**src/rtl/dataflow_pkg.sv**
```systemverilog
// Shared types for the instruction-fetch front end: queue entry layout and fetch FSM states.
package dataflow_pkg;

    // Entry fields are sized for the widest supported PC; narrower builds use the low bits.
    localparam int FETCH_XLEN = 64;

    typedef struct packed {
        logic [FETCH_XLEN-1:0] pc;
        logic [FETCH_XLEN-1:0] pc_plus_4;
        logic [31:0]           inst;
    } fetch_entry_t;

    typedef enum logic [1:0] {
        FetchIdle,
        FetchReq,
        FetchDrop
    } fetch_state_t;

endpackage

```
**src/rtl/fetch_queue_fifo.sv**
```systemverilog
// DEPTH-entry circular buffer of fetch entries; clear empties it without touching storage.
module fetch_fifo
    import dataflow_pkg::*;
#(
    parameter int DEPTH = 4
) (
    input  logic                         clock,
    input  logic                         reset,
    input  logic                         clear,
    input  logic                         push,
    input  logic                         pop,
    input  fetch_entry_t                 wr_entry,
    output fetch_entry_t                 rd_entry,
    output logic [$clog2(DEPTH+1)-1:0]   occupancy
);

    localparam int PTR_W = $clog2(DEPTH);

    logic [PTR_W-1:0] wr_ptr;
    logic [PTR_W-1:0] rd_ptr;
    fetch_entry_t     mem [DEPTH];

    always_ff @(posedge clock) begin
        if (reset) begin
            wr_ptr    <= '0;
            rd_ptr    <= '0;
            occupancy <= '0;
            for (int i = 0; i < DEPTH; i++) begin
                mem[i] <= '0;
            end
        end else if (clear) begin
            wr_ptr    <= '0;
            rd_ptr    <= '0;
            occupancy <= '0;
        end else begin
            if (push) begin
                mem[wr_ptr] <= wr_entry;
                wr_ptr      <= wr_ptr + 1'b1;
            end
            if (pop) begin
                rd_ptr <= rd_ptr + 1'b1;
            end
            case ({push, pop})
                2'b10:   occupancy <= occupancy + 1'b1;
                2'b01:   occupancy <= occupancy - 1'b1;
                default: ;
            endcase
        end
    end

    assign rd_entry = mem[rd_ptr];

endmodule

```
**src/rtl/fetch_queue.sv**
```systemverilog
// Prefetching instruction-fetch front end: owns fetch_pc, requests memory, queues entries for ID.
// Optional FETCH_QUEUE_BYPASS_EN: empty-queue acks drive the ID outputs in the ack cycle.
//
// state     | meaning
// FetchIdle | no request outstanding
// FetchReq  | request for fetch_pc outstanding
// FetchDrop | request in flight whose response will be discarded
module fetch_queue
    import dataflow_pkg::*;
#(
    parameter int                   DATA_SIZE = 32,
    parameter int                   DEPTH     = 4,
    parameter logic [DATA_SIZE-1:0] RESET_PC  = '0
) (
    input  logic                         clock,
    input  logic                         reset,
    input  logic                         redirect,
    input  logic [DATA_SIZE-1:0]         redirect_pc,
    output logic                         inst_mem_req,
    output logic [DATA_SIZE-1:0]         inst_mem_addr,
    input  logic                         inst_mem_ack,
    input  logic [31:0]                  inst_mem_data,
    input  logic                         id_ready,
    output logic                         inst_valid,
    output logic [31:0]                  inst_out,
    output logic [DATA_SIZE-1:0]         pc_out,
    output logic [DATA_SIZE-1:0]         pc_plus_4_out,
    output logic [$clog2(DEPTH+1)-1:0]   occupancy
);

    localparam int OCC_W = $clog2(DEPTH+1);

    fetch_state_t         state_q;
    fetch_state_t         state_next;
    logic [DATA_SIZE-1:0] fetch_pc_q;
    logic [DATA_SIZE-1:0] fetch_pc_next;
    logic [DATA_SIZE-1:0] req_addr_q;
    logic [DATA_SIZE-1:0] redirect_target;

    logic                 ack_accept;
    logic                 bypass_hit;
    logic                 bypass_take;
    logic                 push;
    logic                 pop;
    logic                 fifo_empty;
    logic [OCC_W-1:0]     fifo_occ;
    logic [OCC_W-1:0]     occ_after;
    fetch_entry_t         wr_entry;
    fetch_entry_t         head;
    logic                 unused_bits;

    assign redirect_target = {redirect_pc[DATA_SIZE-1:2], 2'b00};
    assign ack_accept      = (state_q == FetchReq) && inst_mem_ack && !redirect;
    assign fifo_empty      = (fifo_occ == '0);

`ifdef FETCH_QUEUE_BYPASS_EN
    assign bypass_hit  = fifo_empty && ack_accept;
    assign bypass_take = bypass_hit && id_ready;
`else
    assign bypass_hit  = 1'b0;
    assign bypass_take = 1'b0;
`endif

    assign push      = ack_accept && !bypass_take;
    assign pop       = !fifo_empty && id_ready && !redirect;
    assign occ_after = fifo_occ + OCC_W'(push) - OCC_W'(pop);

    assign wr_entry.pc        = FETCH_XLEN'(fetch_pc_q);
    assign wr_entry.pc_plus_4 = FETCH_XLEN'(fetch_pc_q + DATA_SIZE'(4));
    assign wr_entry.inst      = inst_mem_data;

    fetch_fifo #(
        .DEPTH (DEPTH)
    ) u_fifo (
        .clock     (clock),
        .reset     (reset),
        .clear     (redirect),
        .push      (push),
        .pop       (pop),
        .wr_entry  (wr_entry),
        .rd_entry  (head),
        .occupancy (fifo_occ)
    );

    // The request address is frozen while a discarded request is still in flight.
    always_ff @(posedge clock) begin
        if (reset) begin
            state_q    <= FetchIdle;
            fetch_pc_q <= RESET_PC;
            req_addr_q <= RESET_PC;
        end else begin
            state_q    <= state_next;
            fetch_pc_q <= fetch_pc_next;
            if (state_next != FetchDrop) begin
                req_addr_q <= fetch_pc_next;
            end
        end
    end

    always_comb begin
        state_next    = state_q;
        fetch_pc_next = fetch_pc_q;
        if (redirect) begin
            fetch_pc_next = redirect_target;
            case (state_q)
                FetchIdle: state_next = FetchReq;
                FetchReq:  state_next = inst_mem_ack ? FetchReq : FetchDrop;
                FetchDrop: state_next = inst_mem_ack ? FetchReq : FetchDrop;
                default:   state_next = FetchIdle;
            endcase
        end else begin
            case (state_q)
                FetchIdle: begin
                    if (fifo_occ < OCC_W'(DEPTH)) begin
                        state_next = FetchReq;
                    end
                end
                FetchReq: begin
                    if (inst_mem_ack) begin
                        fetch_pc_next = fetch_pc_q + DATA_SIZE'(4);
                        state_next    = (occ_after < OCC_W'(DEPTH)) ? FetchReq : FetchIdle;
                    end
                end
                FetchDrop: begin
                    if (inst_mem_ack) begin
                        state_next = FetchReq;
                    end
                end
                default: state_next = FetchIdle;
            endcase
        end
    end

    always_comb begin
        inst_mem_req  = (state_q != FetchIdle);
        inst_mem_addr = req_addr_q;
        occupancy     = fifo_occ;
        inst_valid    = !fifo_empty && !redirect;
        inst_out      = head.inst;
        pc_out        = head.pc[DATA_SIZE-1:0];
        pc_plus_4_out = head.pc_plus_4[DATA_SIZE-1:0];
        if (bypass_hit) begin
            inst_valid    = 1'b1;
            inst_out      = inst_mem_data;
            pc_out        = fetch_pc_q;
            pc_plus_4_out = fetch_pc_q + DATA_SIZE'(4);
        end
    end

    assign unused_bits = ^{head.pc, head.pc_plus_4, redirect_pc[1:0]};

endmodule

```
**config.mk**
```make
export PLATFORM = sky130hd
export DESIGN_NAME = fetch_queue
export DESIGN_NICKNAME = d
export VERILOG_FILES = /design/src/rtl/dataflow_pkg.sv /design/src/rtl/fetch_queue_fifo.sv /design/src/rtl/fetch_queue.sv
export SDC_FILE = /design/constraint.sdc
export NUM_CORES = 1
export LEC_CHECK = 0
export CAP_MARGIN = 20
export CORE_MARGIN = 2
export CORE_UTILIZATION = 57
export CTS_CLUSTER_DIAMETER = 50
export DETAILED_ROUTE_END_ITERATION = 10
export PLACE_DENSITY_LB_ADDON = 0.15
export SLEW_MARGIN = 20
export SYNTH_ARGS = -nofsm -noshare
export SYNTH_HDL_FRONTEND = slang
export SYNTH_SLANG_ARGS = --single-unit
```
**constraint.sdc**
```tcl
create_clock -name clock -period 5.5 [get_ports clock]
set_clock_uncertainty 0.05 [all_clocks]
set_input_delay 1.1 -clock clock [delete_from_list [all_inputs] [get_ports clock]]
set_output_delay 1.1 -clock clock [all_outputs]
set_load 0.005 [all_outputs]
```
==> run metrics, run 1 <==
status complete, no violations; number of synthesized flops with an enable pin roughly 380; initial antenna violation count 0; average wire per standard cell 21.2 microns; worst-margin pin slew ~910 ps; cts hold-fix bufs 0; CTS root buf clkbuf_16; gate count of the mapped netlist 1496; final net count roughly 1700; Unique masters post-synth slightly above 60; worst hold path type reg2reg; Leak 8.49 nW; share of layout cells above drive strength 1 approximately 16%; IO Pins between 200 and 250; grt met2 use between 40% and 50%; gpl congestion 0.790; n_diodes 0; IO buf count a little under 200; final WL 45500 microns; synthesis warning total 0; number of remaining DRC errors 0; commonest non-fill, non-tap cell in the layout edfxtp_1; CTS clk-pin slew, worst paths ~60 ps; Peak VDD IR 0.214 mV; Synth async-reset ratio 0%; Setup crit end kind output pin; Power Total 0.00746 W; die area ~0.037 sq mm; total number of vias 12300; largest net degree at the start of global routing between 70 and 80; fin. max-slew vios 0; Area growth syn-to-layout 19.7%; final hold violations 0; Clock Latency Late Sink 550 ps; worst r2r src state_q[1]$_SDFF_PP0_; Tmin final 4110 ps; PwrDens slightly above 300 mW/mm^2; most frequent cells in the layout edfxtp_1, nor2_1, clkdlybuf4s50_1, nand2_1, mux4_2; Net Count, Synth 1573; Setup-failing EPs final 0; Worst R2R Setup Slack 2380 ps; quantity of gates resized following cts 0; Post-CTS Setup Repair Bufs 0; CP required 4350 ps; hold endpoint inst_mem_addr[18]$_SDFFE_PP0P_; core footprint 0.0345 sq mm; Slew HR 39.4%; TNS Setup 0 ps; first-pass GRT wire length 70600 microns; met1 Resource Use GR 35.8%; Worst Hold Launch inst_mem_addr[18]$_SDFFE_PP0P_; CTS tree yes; Initial DRC Count 1032; H-tree depth 2; CP max FO 26; Yosys reg bits 451; crit path kind reg2out; first-pass iteration count of the detailed router 5; dpl hpwl around 27000 microns; total CTS buffers 47; grt ovf 0; syn avg cell area approximately 13 sq um; Max clock buf depth 3; r2r worst-path depth 8; layer with the highest usage met2; main flop type after synthesis edfxtp_1; Starting Density between 50 and 60%; vias in the first global route between 10000 and 15000; vias per cell 5.70; Mapped Area 0.0200 sq mm; final critical-path share of the clock period 74.7%; Max-Cap Viols 0; Total Routing Usage GR roughly 26%; clock sinks around 450; GR Util met3 roughly 4.7%; unrepaired setup endpoints after global routing no; Worst setup SP type register; Die Y 191 microns; DIE WIDTH 191 microns; std cell rows 68; Worst EP arrival 2960 ps; Worst R2R End u_fifo.mem[0][5]$_SDFFCE_PN0P_; Antenna Violating Nets Remaining 0; Seq/Total Area, Yosys 64.0%; Worst Hold Depth 2; f_max 244 MHz
## critical path: stages, from the launching register on
cell             delay (ps)
dfxtp_4                 710
buf_4                   540
mux4_2                  660
clkdlybuf4s50_1         480
## worst max path at each step
stage / start / to / slack, ps / cells after the start
floorplan: inst_mem_ack / u_fifo.mem[0][0]$_SDFFCE_PN0P_ / 580 / 7
global placement: inst_mem_ack / u_fifo.mem[0][48]$_SDFFCE_PN0P_ / 1330 / 7
detailed placement: inst_mem_ack / u_fifo.mem[0][5]$_SDFFCE_PN0P_ / 1320 / 7
CTS: register / pc_out[19] / 1300 / 3
global route: register / pc_out[19] / 1210 / 3
finish: register / pc_out[19] / 1390 / 3
## synthesized netlist by cell type, types with 4 or more instances
| master | instances | area share (%) |
|---|---|---|
| buf_2 | 28 | 0.70 |
| nor2_2 | 50 | 1.6 |
| nor2_1 | 251 | 4.7 |
| nor2b_1 | 11 | 0.34 |
| or3_1 | 5 | 0.16 |
| xor2_1 | 25 | 1.1 |
| nor3_1 | 16 | 0.40 |
| a211oi_1 | 10 | 0.38 |
| and2_1 | 64 | 2.0 |
| nand3b_1 | 10 | 0.38 |
| a21oi_1 | 18 | 0.45 |
| and3_1 | 9 | 0.28 |
| clkbuf_1 | 60 | 1.1 |
| nand2b_1 | 8 | 0.25 |
| mux4_2 | 94 | 11 |
| buf_4 | 5 | 0.19 |
| o21ai_0 | 12 | 0.30 |
| edfxtp_1 | 376 | 56 |
| buf_6 | 6 | 0.34 |
| a211o_1 | 9 | 0.39 |
| nand3_1 | 18 | 0.45 |
| nor2_4 | 10 | 0.56 |
| o31ai_1 | 4 | 0.15 |
| nand2_1 | 118 | 2.2 |
| nand4_1 | 12 | 0.38 |
| inv_1 | 75 | 1.4 |
| nor4_1 | 5 | 0.16 |
| o41ai_1 | 5 | 0.22 |
| xnor2_1 | 36 | 1.6 |
| buf_1 | 10 | 0.19 |
| mux2i_1 | 18 | 0.90 |
| dfxtp_1 | 75 | 7.5 |
| ha_1 | 7 | 0.44 |
## cells by family (layout without fill, tap and decap cells)
| family | Yosys count | in the layout | synth area share, % |
|---|---|---|---|
| AOI/OAI and AO/OA | 68 | 68 | 2.35 |
| xor gates and xnor gates | 61 | 61 | 2.67 |
| adders and majority gates | 8 | 8 | 0.538 |
| buffers and inverters | 188 | 389 | 4.09 |
| DFF | 451 | 451 | 64.0 |
| muxes | 113 | 113 | 11.5 |
| and+or+nand+nor | 607 | 607 | 14.9 |
## final cells by class
cell class                 instances  area [sq um]
tap                              455           569
multi-input combinational        857          6460
clock inverter                    26           243
clock buffer                      58          1250
sequential                       451         12800
timing repair buffer             229          2340
inverter                          76           285
fill                            2466         10600
## power by group
part / internal [W] / leakage (nW) / switching, W
Clock: 0.00180 / 0.730 / 0.00128
Combinational: 0.000233 / 3.25 / 0.000251
Sequential: 0.00383 / 4.51 / 0.0000764
## state kept, by name, indices dropped and copies added, names as in the netlist, named ones only
signal	cells
state_q	2
fetch_pc_q	32
u_fifo.occupancy	3
u_fifo.wr_ptr	2
u_fifo.rd_ptr	2
inst_mem_addr	32
u_fifo.mem	376
## layer usage
metal,vias up,wire length [microns]
met4,0,1040
li1,5638,-
met2,509,22000
met3,67,3830
met5,-,0
met1,6062,18700
## through the flow
stage / std cells / hold slack, ps / instance area, sq um / util, % / setup slack, ps
after floorplan: 1496 / 398 / 20000 / - / 584
after global placement: 2068 / 395 / 22400 / 65.0 / 1330
after detailed placement: 2068 / 395 / 22500 / 65.0 / 1320
after CTS: 2152 / 411 / 23900 / 69.3 / 1300
after global routing: 2152 / 432 / 23900 / 69.3 / 1210
final: 2152 / 407 / 23900 / 69.3 / 1390
Power figures use the tool's default switching activity.
==> run 2, diff against run 1 <==
==> constraint.sdc (replaced) <==
create_clock -name clock -period 4.25 [get_ports clock]
set_clock_uncertainty 0.05 [all_clocks]
set_input_delay 0.85 -clock clock [delete_from_list [all_inputs] [get_ports clock]]
set_output_delay 0.85 -clock clock [all_outputs]
set_load 0.005 [all_outputs]
==> run 2 against run 1 <==
  * Sequential power grew 29%
  * Cell count is essentially flat
  * Clock power grew 26%
  * Wire length grew 2.9%
  * Design area is essentially flat
  * Highest routed layer unchanged
==> run metrics, run 2 (synthesized netlist as in run 1, its figures left out) <==
status complete, no violations; Worst EP arrival about 2700 ps; crit path kind reg2out; Worst Hold Launch inst_mem_addr[30]$_SDFFE_PP0P_; Largest Register u_fifo.mem; CP cell instances buf_12 -> mux4_2 -> clkdlybuf4s50_1; hold endpoint inst_mem_addr[30]$_SDFFE_PP0P_; most frequent cells in the layout edfxtp_1, nor2_1, clkdlybuf4s50_1, nand2_1, mux4_2; average wire per standard cell 21.7 microns; gpl congestion 0.867; DIE WIDTH between 150 and 200 microns; largest net degree at the start of global routing 78; share of layout cells above drive strength 1 16.0%; Total Routing Usage GR 26.1%; PwrDens 399 mW/mm^2; CTS root buf clkbuf_16; Worst setup SP type register; number of remaining DRC errors 0; Peak VDD IR 0.253 mV; Initial DRC Count 951; TNS Setup 0 ps; H-tree depth 2; Max clock buf depth 3; dpl hpwl 27800 microns; max reg flops 376; uppermost routed layer met4; max incr delay on CP 640 ps; pre-CTS WS approximately 340 ps; cts hold-fix bufs 0; worst r2r src state_q[1]$_SDFF_PP0_; initial antenna violation count 1; Slew HR between 20% and 30%; Met3 Routed Length 3060 microns; IO buf count 199; vias in the first global route 12700; final net count 1740; fin. max-slew vios 0; total CTS buffers 47; CTS tree yes; CTS clk-pin slew, worst paths 60 ps; final hold violations 0; wl on met1 18900 microns; worst-margin pin slew 1070 ps; quantity of gates resized following cts 0; CP required 3350 ps; Filler Cell Count 2435; Storage cell area between 0.01 and 0.015 sq mm; commonest non-fill, non-tap cell in the layout edfxtp_1; r2r worst-path depth 8; Setup-failing EPs final 0; Worst R2R End u_fifo.mem[0][14]$_SDFFCE_PN0P_; Setup crit end kind output pin; first-pass GRT wire length 71700 microns; total number of vias roughly 12000; vias per cell ~5.7; Max-Cap Viols 0; Critical-path top delay cell dfxtp_4; first-pass iteration count of the detailed router 5; met2 routed WL between 20000 and 25000 microns; grt ovf 0; area of the multi-input gates about 0.0065 sq mm; Worst Hold Depth 2; clock sinks 451; Antenna Violating Nets Remaining 0; Clock Latency Late Sink 550 ps; Die Y around 190 microns; core footprint 0.0345 sq mm; f_max 277 MHz; IO Pins 202; Area growth syn-to-layout 19.7%; CP max FO 40; Starting Density 57.9%; Leak 8.48 nW; fin worst setup slack 635 ps; unrepaired setup endpoints after global routing no; die area 0.0366 sq mm; Worst R2R Setup Slack 1120 ps; worst hold path type reg2reg; Tmin final 3610 ps; final critical-path share of the clock period a little under nine tenths; Post-CTS Setup Repair Bufs 0; final WL 46800 microns; std cell rows 68
## run 2: worst max path at each step
stage	endpoint	start	cells past startpoint	slack (ps)
finish	pc_out[16]	register	3	640
global route	pc_out[16]	register	3	480
CTS	pc_out[16]	register	3	560
detailed placement	u_fifo.mem[0][14]$_SDFFCE_PN0P_	redirect	7	340
global placement	u_fifo.mem[0][96]$_SDFFCE_PN0P_	redirect	7	350
floorplan	u_fifo.mem[0][0]$_SDFFCE_PN0P_	inst_mem_ack	7	640
## run 2: critical path, delay by kind of cell (launching register included)
family,cells,cell delay [ps]
buffers and inverters,2,880
DFF,1,640
muxes,1,600
## run 2: routing by layer
metal / global-route usage [%] / up-vias
li1: - / 5627
met1: 34.1 / 6141
met2: 44.9 / 442
met3: 4.08 / 71
met4: 8.70 / 0
met5: 0 / -
## run 2: area by class of cell
| class | instances | area share, % |
|---|---|---|
| flip-flops and latches | 451 | 53.4 |
| multi-input cells | 857 | 27.0 |
| repair buffers | 230 | 10.0 |
| clock buffers | 64 | 5.52 |
| well taps | 455 | 2.38 |
| inverters | 76 | 1.19 |
| clock inverters | 20 | 0.507 |
| diodes | 1 | 0.0104 |
## run 2: through the flow
| stage | instances | hold WS [ps] | cell area, sq um | util (%) | total power (W) |
|---|---|---|---|---|---|
| 2_1_floorplan | 1496 | 398 | 20000 | - | 0.00543 |
| 3_3_place_gp | 2068 | 390 | 22500 | 65.1 | 0.00577 |
| 3_5_place_dp | 2068 | 394 | 22500 | 65.1 | 0.00578 |
| 4_1_cts | 2152 | 410 | 23900 | 69.3 | 0.00962 |
| 5_1_grt | 2154 | 437 | 24000 | 69.3 | 0.00983 |
| 6_report | 2154 | 411 | 24000 | 69.3 | 0.00956 |
## run 2: where the power goes
part	total (W)	switching [W]	internal [W]
Sequential	0.00505	0.0000988	0.00495
Clock	0.00387	0.00165	0.00223
Combinational	0.000639	0.000334	0.000305
==> run 3, diff against run 2 <==
--- a/config.mk
+++ b/config.mk
@@ -5,10 +5,12 @@
 export SDC_FILE = /design/constraint.sdc
 export NUM_CORES = 1
 export LEC_CHECK = 0
+export ABC_AREA = 0
 export CAP_MARGIN = 20
 export CORE_MARGIN = 2
 export CORE_UTILIZATION = 57
 export CTS_CLUSTER_DIAMETER = 50
+export CTS_CLUSTER_SIZE = 28
 export DETAILED_ROUTE_END_ITERATION = 10
 export PLACE_DENSITY_LB_ADDON = 0.15
 export SLEW_MARGIN = 20
==> run 3 against run 2 <==
  * Utilization barely moved
  * Wire length shrank 0.96%
  * Register-to-register slack hardly changed
  * Sequential share of layout area hardly changed
  * First-iteration DRC count decreased by 6.3%
  * Via count about the same
  * Die area unchanged
  * Largest power group unchanged
  * Highest routed layer unchanged
==> run metrics, run 3 (synthesized netlist as in run 1, its figures left out) <==
placed instance count 2068; final net count 1732; core footprint 0.0345 sq mm; initial antenna violation count 1; CTS tree yes; Initial DRC Count roughly 890; CP required around 3400 ps; dpl hpwl 27800 microns; die area 0.0366 sq mm; vias in the first global route 12500; vias per cell 5.73; clock sinks 451; largest net degree at the start of global routing 78; worst hold path type reg2reg; most frequent cells in the layout edfxtp_1, nor2_1, clkdlybuf4s50_1, nand2_1, mux4_2; first-pass GRT wire length 71100 microns; Antenna Violating Nets Remaining 0; Filler Cell Count roughly 2400; worst-margin pin slew 1060 ps; final hold violations 0; Max clock buf depth 3; final core occ between 60% and 70%; CTS root buf clkbuf_16; non-filler instance count after layout 2141; commonest non-fill, non-tap cell in the layout edfxtp_1; share of layout cells above drive strength 1 between 10% and 20%; met2 routed WL 23300 microns; IO Pins between 200 and 250; DIE WIDTH 191 microns; Slew HR 29.2%; final critical-path share of the clock period a little over four fifths; Worst EP arrival 2700 ps; number of remaining DRC errors 0; crit path kind reg2out; cts hold-fix bufs 0; CTS clk-pin slew, worst paths 70 ps; Max-Cap Viols 0; CP max FO 40; unrepaired setup endpoints after global routing no; wl on met1 around 19000 microns; Die Y 191 microns; PwrDens 401 mW/mm^2; Tmin final between 3000 and 4000 ps; total number of vias 12300; fin. max-slew vios 0; Setup crit end kind output pin; Leak 8.47 nW; H-tree depth 2; grt ovf 0; Starting Density 57.9%; f_max 278 MHz; final WL 46400 microns; Peak VDD IR 0.279 mV; critical path's top delay family buffers and inverters; Clock Latency Late Sink between 500 and 600 ps; status complete, no violations; Critical-path top delay cell dfxtp_4; Largest Register u_fifo.mem; quantity of gates resized following cts 0; average wire per standard cell 21.7 microns; gpl congestion between 0.8 and 0.9; Area growth syn-to-layout 19.8%; total CTS buffers 39; IO buf count 199; std cell rows 68; CP cell instances buf_12 -> mux4_2 -> clkdlybuf4s50_1; Post-CTS Setup Repair Bufs 0; max reg flops between 300 and 400; Buffers & Inverters on Critical Path 2; first-pass iteration count of the detailed router 5; Total Routing Usage GR between 20% and 30%; Met3 Routed Length 3080 microns; max incr delay on CP 640 ps; uppermost routed layer met4; Worst setup SP type register; TNS Setup 0 ps; Setup-failing EPs final 0
[run 3: per-stage QoR]
| step | area [sq um] | setup WS (ps) | hold slack [ps] | total power (W) |
|---|---|---|---|---|
| final | 24000 | 650 | 416 | 0.00961 |
| after global routing | 24000 | 494 | 433 | 0.00988 |
| after CTS | 24000 | 581 | 411 | 0.00968 |
| after detailed placement | 22500 | 337 | 394 | 0.00578 |
| after global placement | 22500 | 355 | 390 | 0.00577 |
| after floorplan | 20000 | 643 | 398 | 0.00543 |
[run 3: layout make-up]
class                   count  area (sq um)  share of cell area (%)
multi-input cells         857          6450                    26.9
inverters                  76           285                    1.19
repair buffers            230          2390                    9.99
clock inverters            29           405                    1.69
well taps                 455           569                    2.38
clock buffers              42          1050                    4.39
diodes                      1          2.50                  0.0104
flip-flops and latches    451         12800                    53.4
[run 3: path summary, 6_finish.rpt]
| kind | to | cells after the start | slack (ps) | from |
|---|---|---|---|---|
| max | pc_out[16] | 3 | 650 | register |
| min | inst_mem_addr[2]$_SDFFE_PP0P_ | 2 | 420 | inst_mem_addr[2]$_SDFFE_PP0P_ |
| max reg2reg | u_fifo.mem[0][14]$_SDFFCE_PN0P_ | 8 | 1110 | state_q[1]$_SDFF_PP0_ |
| min reg2reg | inst_mem_addr[2]$_SDFFE_PP0P_ | 2 | 420 | inst_mem_addr[2]$_SDFFE_PP0P_ |
[run 3: worst reg2reg max path, delay by kind of cell (launching register included)]
| family | cells | cell delay [ps] |
|---|---|---|
| flops | 1 | 360 |
| buf+inv | 3 | 1660 |
| simple gates | 4 | 520 |
| fa+ha+maj | 1 | 260 |
[run 3: where the power goes]
group          internal (W)  total, W  leakage, nW  switching [W]
clock network       0.00215   0.00393        0.699        0.00178
registers           0.00494   0.00504         4.51      0.0000988
logic              0.000305  0.000637         3.26       0.000333
total               0.00740   0.00961         8.47        0.00221
[run 3: routing by layer]
metal,vias to the layer above,GRT usage [%]
li1,5626,-
met1,6157,33.9
met2,418,44.5
met3,74,4.17
met4,0,8.52
met5,-,0
